<file path="src/rtl/rom_pkg.sv">
// Shared ROM geometry and the owner tag carried alongside each in-flight read.
package rom_pkg;

  localparam int ROM_ADDR_W  = 11;
  localparam int ROM_WORD_W  = 9;
  localparam int ROM_LATENCY = 2;

  typedef enum logic {
    PORT_FETCH = 1'b0,
    PORT_DATA  = 1'b1
  } port_e;

  typedef struct packed {
    logic  valid;
    port_e owner;
  } tag_t;

endpackage

</file>
<file path="src/rtl/rom_tag_pipe.sv">
// Shift register of {valid, owner} tags that tracks reads through the ROM's
// fixed latency; an asynchronous clear drops every read still in flight.
module rom_tag_pipe
  import rom_pkg::*;
#(
  parameter int Depth = ROM_LATENCY
) (
  input  logic clk,
  input  logic rst_n,
  input  logic in_valid,
  input  logic in_owner,
  output logic out_valid,
  output logic out_owner
);

  tag_t stage [Depth];

  always_ff @(posedge clk or negedge rst_n) begin
    if (!rst_n) begin
      for (int i = 0; i < Depth; i++) begin
        stage[i] <= '0;
      end
    end else begin
      stage[0] <= '{valid: in_valid, owner: port_e'(in_owner)};
      for (int i = 1; i < Depth; i++) begin
        stage[i] <= stage[i-1];
      end
    end
  end

  assign out_valid = stage[Depth-1].valid;
  assign out_owner = stage[Depth-1].owner;

endmodule

</file>
<file path="src/rtl/rom_arbiter.sv">
// Round-robin arbiter sharing one synchronous ROM between the fetch port (0)
// and the data-load port (1), returning each word only to its issuer.
module rom_arbiter
  import rom_pkg::*;
#(
  parameter int AddrSize = ROM_ADDR_W,
  parameter int WordSize = ROM_WORD_W,
  parameter int Latency  = ROM_LATENCY
) (
  input  logic                clk,
  input  logic                rst_n,
  input  logic                req0,
  input  logic [AddrSize-1:0] addr0,
  output logic                gnt0,
  output logic                rvalid0,
  output logic [WordSize-1:0] rdata0,
  input  logic                req1,
  input  logic [AddrSize-1:0] addr1,
  output logic                gnt1,
  output logic                rvalid1,
  output logic [WordSize-1:0] rdata1,
  output logic [AddrSize-1:0] rom_addr,
  output logic                rom_en,
  input  logic [WordSize-1:0] rom_do
);

  // Handshake: reqN is a level held until gntN; a read transfers in every
  // cycle where reqN && gntN. The return side has no ready: rvalidN must be
  // accepted in the cycle it is high.
  port_e prio;
  logic  ret_valid;
  logic  ret_owner;

  always_comb begin
    gnt0 = 1'b0;
    gnt1 = 1'b0;
    if (rst_n) begin
      gnt0 = req0 && (!req1 || prio == PORT_FETCH);
      gnt1 = req1 && (!req0 || prio == PORT_DATA);
    end
  end

  always_ff @(posedge clk or negedge rst_n) begin
    if (!rst_n) begin
      prio <= PORT_FETCH;
    end else if (gnt0) begin
      prio <= PORT_DATA;
    end else if (gnt1) begin
      prio <= PORT_FETCH;
    end
  end

  always_comb begin
    rom_en   = gnt0 | gnt1;
    rom_addr = '0;
    if (gnt0) begin
      rom_addr = addr0;
    end else if (gnt1) begin
      rom_addr = addr1;
    end
  end

  // The owner of a granted read is simply gnt1, since at most one grant is high.
  rom_tag_pipe #(
    .Depth(Latency)
  ) u_tag_pipe (
    .clk      (clk),
    .rst_n    (rst_n),
    .in_valid (rom_en),
    .in_owner (gnt1),
    .out_valid(ret_valid),
    .out_owner(ret_owner)
  );

  // Masking keeps the ROM's Z after a disabled read off both data buses.
  always_comb begin
    rvalid0 = ret_valid && (port_e'(ret_owner) == PORT_FETCH);
    rvalid1 = ret_valid && (port_e'(ret_owner) == PORT_DATA);
    rdata0  = rvalid0 ? rom_do : '0;
    rdata1  = rvalid1 ? rom_do : '0;
  end

endmodule

</file>
<file path="config.mk">
export PLATFORM = sky130hd
export DESIGN_NAME = rom_arbiter
export DESIGN_NICKNAME = d
export VERILOG_FILES = /design/src/rtl/rom_pkg.sv /design/src/rtl/rom_tag_pipe.sv /design/src/rtl/rom_arbiter.sv
export SDC_FILE = /design/constraint.sdc
export NUM_CORES = 1
export LEC_CHECK = 0
export BUFFER_PORTS_ARGS = -buffer_cell sky130_fd_sc_hd__buf_2
export CORE_MARGIN = 2
export CORE_UTILIZATION = 36
export CTS_BUF_LIST = sky130_fd_sc_hd__clkbuf_8 sky130_fd_sc_hd__clkbuf_16
export DETAILED_ROUTE_END_ITERATION = 10
export PLACE_DENSITY = 0.91
export SLEW_MARGIN = 25
export SYNTH_ARGS = -nofsm -noshare
export SYNTH_HDL_FRONTEND = slang
export SYNTH_SLANG_ARGS = --single-unit
</file>
<file path="constraint.sdc">
create_clock -name clk -period 1.75 [get_ports clk]
set_input_delay 0.4375 -clock clk [delete_from_list [all_inputs] [get_ports clk]]
set_output_delay 0.4375 -clock clk [all_outputs]
set_load 0.01 [all_outputs]
</file>
# After elaboration in Yosys (flattened, before gate mapping)
# Cells that the tools add are included.
[op_classes]
mux = 8
n_bitwise = 3
reduce_logical = 9
[ops]
columns = ["operator", "n"]
rows = [
  ["two-way mux 11 bit", 2],
  ["two-way mux 9 bit", 2],
  ["logical AND 1 bit", 4],
  ["two-way mux 1 bit", 4],
  ["zero test 1 bit", 2],
  ["logical OR 1 bit", 2],
  ["NOT 1 bit", 2],
  ["nonzero test 2 bit", 1],
  ["bitwise OR 1 bit", 1],
]
[totals]
register_bits = 5
output_inout_bits = 34
word_cells = 25

# Depth between registers and ports, before layout
# Gate-level depths: netlist of run 1.
[logic_depth]
word_depth = 6
ltp_mapped = 4

# By module
# Synthesis of run 1 repeated with hierarchy kept, for this count alone.
[unflattened]
hier_cells = 77
hier_area_um2 = 513.0
[modules_own_cells]
columns = ["module", "n_inst", "cells_per_inst", "area_each_um2"]
rows = [
  ["rom_arbiter", 1, 73, 412.9],
  ["rom_tag_pipe", 1, 4, 100.1],
]

# Worst setup path after synthesis of run 1
# No wires, ideal clock.
[synth_path]
path_type = "in2out"
from = "input rst_n"
to = "output rom_addr[2]"
arrival_time_ns = 1.014
required_ns = 1.312
setup_slack_ns = 0.299
cell_stages = 4
n_path_buf = 2
cell_sequence = "buf_4 > buf_4 > nand2_1 > o32ai_2"
[synth_via]
elab_chain_len = 3
word_cells_on_any_way = 4
cone_classes = "4 x mux"
[synth_lines]
columns = ["element", "line_no", "source"]
rows = [
  ["start: declaration", "rom_arbiter.sv:11", "input logic rst_n,"],
  ["two-way mux 1 bit", "rom_arbiter.sv:37", "if (rst_n) begin"],
  ["two-way mux 11 bit", "rom_arbiter.sv:58", "end else if (gnt1) begin"],
  ["two-way mux 11 bit *", "rom_arbiter.sv:56", "if (gnt0) begin"],
  ["end: declaration", "rom_arbiter.sv:22", "output logic [AddrSize-1:0] rom_addr,"],
]
# Every way passes the cells marked *; elsewhere a longest branch is shown, timed or not.

# Final worst setup path of run 1
[layout_path]
from = "input req1"
to = "output rom_addr[8]"
[layout_via]
elab_chain_len = 5
word_cells_on_any_way = 8
cone_classes = "4 x mux; 4 x reduce/logical"
[layout_lines]
columns = ["element", "line_no", "source"]
rows = [
  ["start: declaration", "rom_arbiter.sv:17", "input logic req1,"],
  ["zero test 1 bit", "rom_arbiter.sv:38", "gnt0 = req0 && (!req1 || prio == PORT_FETCH);"],
  ["logical OR 1 bit", "rom_arbiter.sv:38", ""],
  ["logical AND 1 bit", "rom_arbiter.sv:38", ""],
  ["two-way mux 1 bit", "rom_arbiter.sv:37", ""],
  ["two-way mux 11 bit *", "rom_arbiter.sv:56", ""],
]
# Marks and branches as above.

==> results.sh, run 1 <==
export IMPL_num_rows=15
export IMPL_initial_core_util_pct=37.4
export IMPL_cp_num_cells=5
export IMPL_grt_max_degree=31
export IMPL_peakVddDrop_uv=408
export IMPL_grt_pass1_vias=601
export IMPL_final_antenna_net_count=0
export IMPL_io_buffers=68
export IMPL_worstSetupPathType="in -> out"
export IMPL_max_freq_ghz=0.575
export IMPL_p_total_uw=619
export IMPL_area_growth_pct=76.2
export IMPL_critPathSlowestCell="o32ai_4"
export IMPL_wl_per_cell_microns=11.3
export IMPL_post_place_ws_ps=42.4
export IMPL_final_hold_violation_count=0
export IMPL_relSlewSlack_pct=81.1
export IMPL_clockBufferDepth=2
export IMPL_cp_cell_sequence="buf_6 -> clkinvlp_4 -> buf_12 -> o32ai_4 -> buf_2"
export IMPL_hold_ws_ps=150
export IMPL_cp_start_kind="input pin"
export IMPL_yosysWarnings=0
export IMPL_crit_fanout=5
export IMPL_ys_ff_latch=5
export IMPL_power_leakage_nw=0.654
export IMPL_critPathTopFamily="buffers and inverters"
export IMPL_core_sq_um=1690
export IMPL_seq_area_frac_synth_pct=19.8
export IMPL_netlist_instances=77
export IMPL_clock_sinks=5
export IMPL_rsz0062_at_grt="true"
export IMPL_design_area_sq_um=1110
export IMPL_worstPathRequired_ps=1310
export IMPL_tightest_slew_ps=283
export IMPL_r2r_start="prio"
export IMPL_endpoint_kind="output port"
export IMPL_cts_tree="yes"
export IMPL_mostFrequentLayoutCell="buf_2"
export IMPL_htree_levels=1
export IMPL_layout_drive_gt1_share_pct=63.7
export IMPL_slew_viol_final=0
export IMPL_final_cell_mix="67 x buf_2, 23 x nand2_1, 10 x o32ai_2, 10 x and2_1, 9 x and3_1"
export IMPL_crit_buf_inv=4
export IMPL_hold_class="in -> async"
export IMPL_pin_count=69
export IMPL_die_width_microns=45.9
export IMPL_dr_pass1_iters=4
export IMPL_setup_ws_ps=11.0
export IMPL_clock_latency_ps=220
export IMPL_first_iter_violations=6
export IMPL_synthDistinctLibCells=17
export IMPL_syn_area_sq_um=632
export IMPL_die_y_microns=45.9
export IMPL_tns_ps=0
export IMPL_final_util_pct=65.9
export IMPL_routed_wl_microns=1850
export IMPL_vias_per_cell=5.13
export IMPL_netlist_top_cells_area="o32ai_2 26%, dfrtp_1 20%, nand2_1 14%"
export IMPL_powerDensity_nw_per_um2=555
export IMPL_final_cell_count_no_fill=163
export IMPL_crit_arrival_ps=1300
export IMPL_r2r_end="prio"
export IMPL_vias=837
export IMPL_r2r_slack_ps=800
export IMPL_place_gp_congestion=0.692
export IMPL_cts_buffers=3
export IMPL_netlist_area_leader_share_pct=25.7
export IMPL_yosysTopAreaCell="o32ai_2"
export IMPL_setup_violations=0
export IMPL_dp_cells=155
export IMPL_placed_cell_area_sq_um=952
export IMPL_cts_root_buf="clkbuf_8"
export IMPL_drc_errors=0
export IMPL_grt_antenna_before_repair=0
export IMPL_rr_worst_depth=3
export IMPL_overflow=0
export IMPL_fin_crit_ps=1740
export IMPL_die_area_sq_um=2110
export IMPL_syn_avg_cell_area_sq_um=8.21
export IMPL_maxCapViolations=0
export IMPL_final_net_count=182
export IMPL_clock_skew_final_ps=0.0243
export IMPL_max_stage_delay_ps=250
export IMPL_synth_nets=112
export IMPL_grt_pass1_wl_microns=2440
export IMPL_groute_usage_overall_pct=15.7
export IMPL_status="completed"
export IMPL_post_route_period_util_pct=99.4
export IMPL_diodes=0
export IMPL_path_clk_slew_ps=40
[power by group]
part	internal, mW	switching, mW
clock	0.150	0.0545
sequential	0.128	0.0129
combinational	0.141	0.132
total	0.419	0.199
[registers in the layout, indices dropped and copies added (netlist names)]
signal / count
u_tag_pipe.stage: 2
u_tag_pipe.out_valid: 1
u_tag_pipe.out_owner: 1
prio: 1
[metal layers]
metal | track usage [%] | vias to the layer above | wire [microns]
li1 | - | 406 | -
met1 | 16.8 | 363 | 693
met2 | 28.9 | 64 | 904
met3 | 4.37 | 4 | 234
met4 | 5.14 | 0 | 14
met5 | 0 | - | 0
[final cells by class]
class                   instances  area [sq um]
clock buffers                   3          41.3
fillers                       140           576
multi-input cells              61           463
flip-flops and latches          5           126
repair buffers                 74           447
inverters                       2          11.3
clock inverters                 1          3.75
well taps                      17          21.3
[cells in the mapped netlist, drive strengths merged]
master  instances
clkbuf          3
buf             6
nor2            4
and3            9
o32ai          11
nor2b           2
a21bo           1
and2           10
dfrtp           5
nand2          23
a22o            1
inv             2
[what timing repair did]
item | 4_1_cts | 5_1_grt
hold buffers | 0 | 0
cloned | 0 | 1
setup endpoints to repair | 20 | 16
buffers inserted | 2 | 1
gates resized for setup | 1 | 9
pin swaps | 0 | 1
[worst max-delay path by stage]
| stage | start | to | slack, ps |
|---|---|---|---|
| CTS | prio | rom_addr[8] | 9 |
| global placement | req1 | rom_addr[9] | 80 |
| finish | req1 | rom_addr[8] | 10 |
| global route | req1 | rom_addr[5] | -40 |
| detailed placement | req1 | rom_addr[8] | 40 |
| floorplan | rst_n | rom_addr[2] | 300 |
[kinds of logic (layout without fill, tap and decap cells)]
family | after synthesis | after routing | share of synthesized area (%)
compound gates | 13 | 13 | 30.1
simple gates | 48 | 48 | 38.0
buf+inv | 11 | 80 | 12.1
flops | 5 | 5 | 19.8
(Power assumes the default switching activity.)
==> run 2, diff against run 1 <==
CORE_UTILIZATION = 34   (was 36)
PLACE_DENSITY = 0.87   (was 0.91)
clock period = 1.6 ns   (was 1.75 ns; I/O delays follow)
==> results.sh, run 2 (synthesis gave the netlist of run 1 again) <==
export IMPL_status="complete, but fails checks"
export IMPL_violations="setup timing"
export IMPL_vias=855
export IMPL_peakVddDrop_uv=378
export IMPL_clock_skew_final_ps=2.24
export IMPL_die_y_microns=47.1
export IMPL_setup_ws_ps=-37.3
export IMPL_vias_per_cell=4.94
export IMPL_clock_sinks=5
export IMPL_cp_start_kind="input pin"
export IMPL_hold_class="in -> async"
export IMPL_regArea_sq_um=126
export IMPL_layout_drive_gt1_share_pct=65.5
export IMPL_groute_usage_overall_pct=18.0
export IMPL_area_growth_pct=85.3
export IMPL_r2r_slack_ps=620
export IMPL_relSlewSlack_pct=86.7
export IMPL_comb_power_share_pct=45.8
export IMPL_crit_arrival_ps=1240
export IMPL_largest_register="u_tag_pipe.stage"
export IMPL_grt_pass1_wl_microns=2700
export IMPL_crit_buf_inv=4
export IMPL_post_route_period_util_pct=102
export IMPL_place_gp_congestion=0.717
export IMPL_post_place_ws_ps=-43.1
export IMPL_tightest_slew_ps=200
export IMPL_critPathSlowestCell="o32ai_4"
export IMPL_worstSetupPathType="in -> out"
export IMPL_wl_per_cell_microns=11.7
export IMPL_critPathTopFamily="buffers and inverters"
export IMPL_clockBufferDepth=2
export IMPL_fill_cells=139
export IMPL_cp_cell_sequence="buf_4 -> clkinvlp_4 -> buf_12 -> o32ai_4 -> buf_2"
export IMPL_clock_latency_ps=220
export IMPL_htree_levels=1
export IMPL_initial_core_util_pct=36.2
export IMPL_max_freq_ghz=0.611
export IMPL_placed_cell_area_sq_um=970
export IMPL_max_stage_delay_ps=260
export IMPL_crit_fanout=11
export IMPL_final_antenna_net_count=0
export IMPL_tns_ps=-176
export IMPL_rr_worst_depth=3
export IMPL_p_sw_uw=234
export IMPL_cts_tree="yes"
export IMPL_io_buffers=68
export IMPL_endpoint_kind="output port"
export IMPL_maxCapViolations=0
export IMPL_mostFrequentLayoutCell="buf_2"
export IMPL_p_seq_share_pct=21.8
export IMPL_path_clk_slew_ps=40
export IMPL_rsz0062_at_grt="true"
export IMPL_fin_crit_ps=1640
export IMPL_postCtsHoldBufs=0
export IMPL_die_width_microns=47.1
export IMPL_powerDensity_nw_per_um2=605
export IMPL_grt_antenna_before_repair=0
export IMPL_final_net_count=184
export IMPL_power_leakage_nw=0.671
export IMPL_final_hold_violation_count=0
export IMPL_cts_buffers=3
export IMPL_dr_pass1_iters=4
export IMPL_final_cell_count_no_fill=173
export IMPL_switching_share_pct=33.1
export IMPL_final_cell_mix="67 x buf_2, 23 x nand2_1, 10 x and2_1"
export IMPL_dp_cells=164
export IMPL_internal_power_uw=474
export IMPL_hpwl_microns=1450
export IMPL_cts_root_buf="clkbuf_8"
export IMPL_r2r_end="prio"
export IMPL_overflow=0
export IMPL_r2r_start="prio"
export IMPL_multi_input_comb_area_sq_um=495
export IMPL_pin_count=69
export IMPL_first_iter_violations=11
export IMPL_startpoint="req1"
export IMPL_design_area_sq_um=1170
export IMPL_largest_reg_flops=2
export IMPL_core_sq_um=1750
export IMPL_setup_violations=11
export IMPL_routed_wl_microns=2030
export IMPL_diodes=0
export IMPL_die_area_sq_um=2220
export IMPL_worstPathRequired_ps=1200
export IMPL_grt_max_degree=16
export IMPL_drc_errors=0
export IMPL_pwr_share_clk_pct=32.4
export IMPL_slew_viol_final=0
export IMPL_grt_pass1_vias=612
export IMPL_num_rows=15
==> run 2: layout make-up <==
type | count | share of cell area (%)
Timing Repair Buffer | 75 | 39.4
Clock inverter | 1 | 0.321
Sequential cell | 5 | 10.8
Tap cell | 25 | 2.67
Multi-Input combinational cell | 62 | 42.3
Clock buffer | 3 | 3.53
Inverter | 2 | 0.962
==> run 2: worst max path at each step <==
stage / end / slack [ps] / cells after the start
finish: rom_addr[4] / -40 / 5
global route: rom_addr[4] / -80 / 4
CTS: rom_addr[4] / -20 / 4
detailed placement: rom_addr[4] / -40 / 4
global placement: rom_addr[9] / 6 / 4
floorplan: rom_addr[2] / 220 / 4
==> run 2: power groups by stage <==
stage	clock (mW)	combinational, mW	sequential [mW]
floorplan	0	0.167	0.147
global placement	0	0.248	0.148
finish	0.230	0.324	0.155
CTS	0.228	0.318	0.153
detailed placement	0	0.257	0.150
global route	0.242	0.351	0.157
==> run 2: stage by stage <==
step / util, % / hold slack [ps] / power (mW)
after floorplan: - / 104 / 0.314
after global placement: 55.6 / 333 / 0.396
after detailed placement: 55.6 / 336 / 0.408
after CTS: 65.9 / 271 / 0.699
after global routing: 67.1 / 273 / 0.750
final: 67.1 / 264 / 0.709
==> run 2: what timing repair did <==
action,CTS,global route
setup endpoints to repair,23,23
resized for setup,9,4
setup buffers,3,0
pin swaps,12,2
endpoints found under the hold margin,0,0
cloned,2,0
==> run 2: metal layers <==
layer	track usage [%]	vias up	wire length [microns]
met5	0	-	0
met2	33.7	61	1060
met4	11.7	0	42
met1	19.3	379	736
li1	-	411	-
met3	1.15	4	192
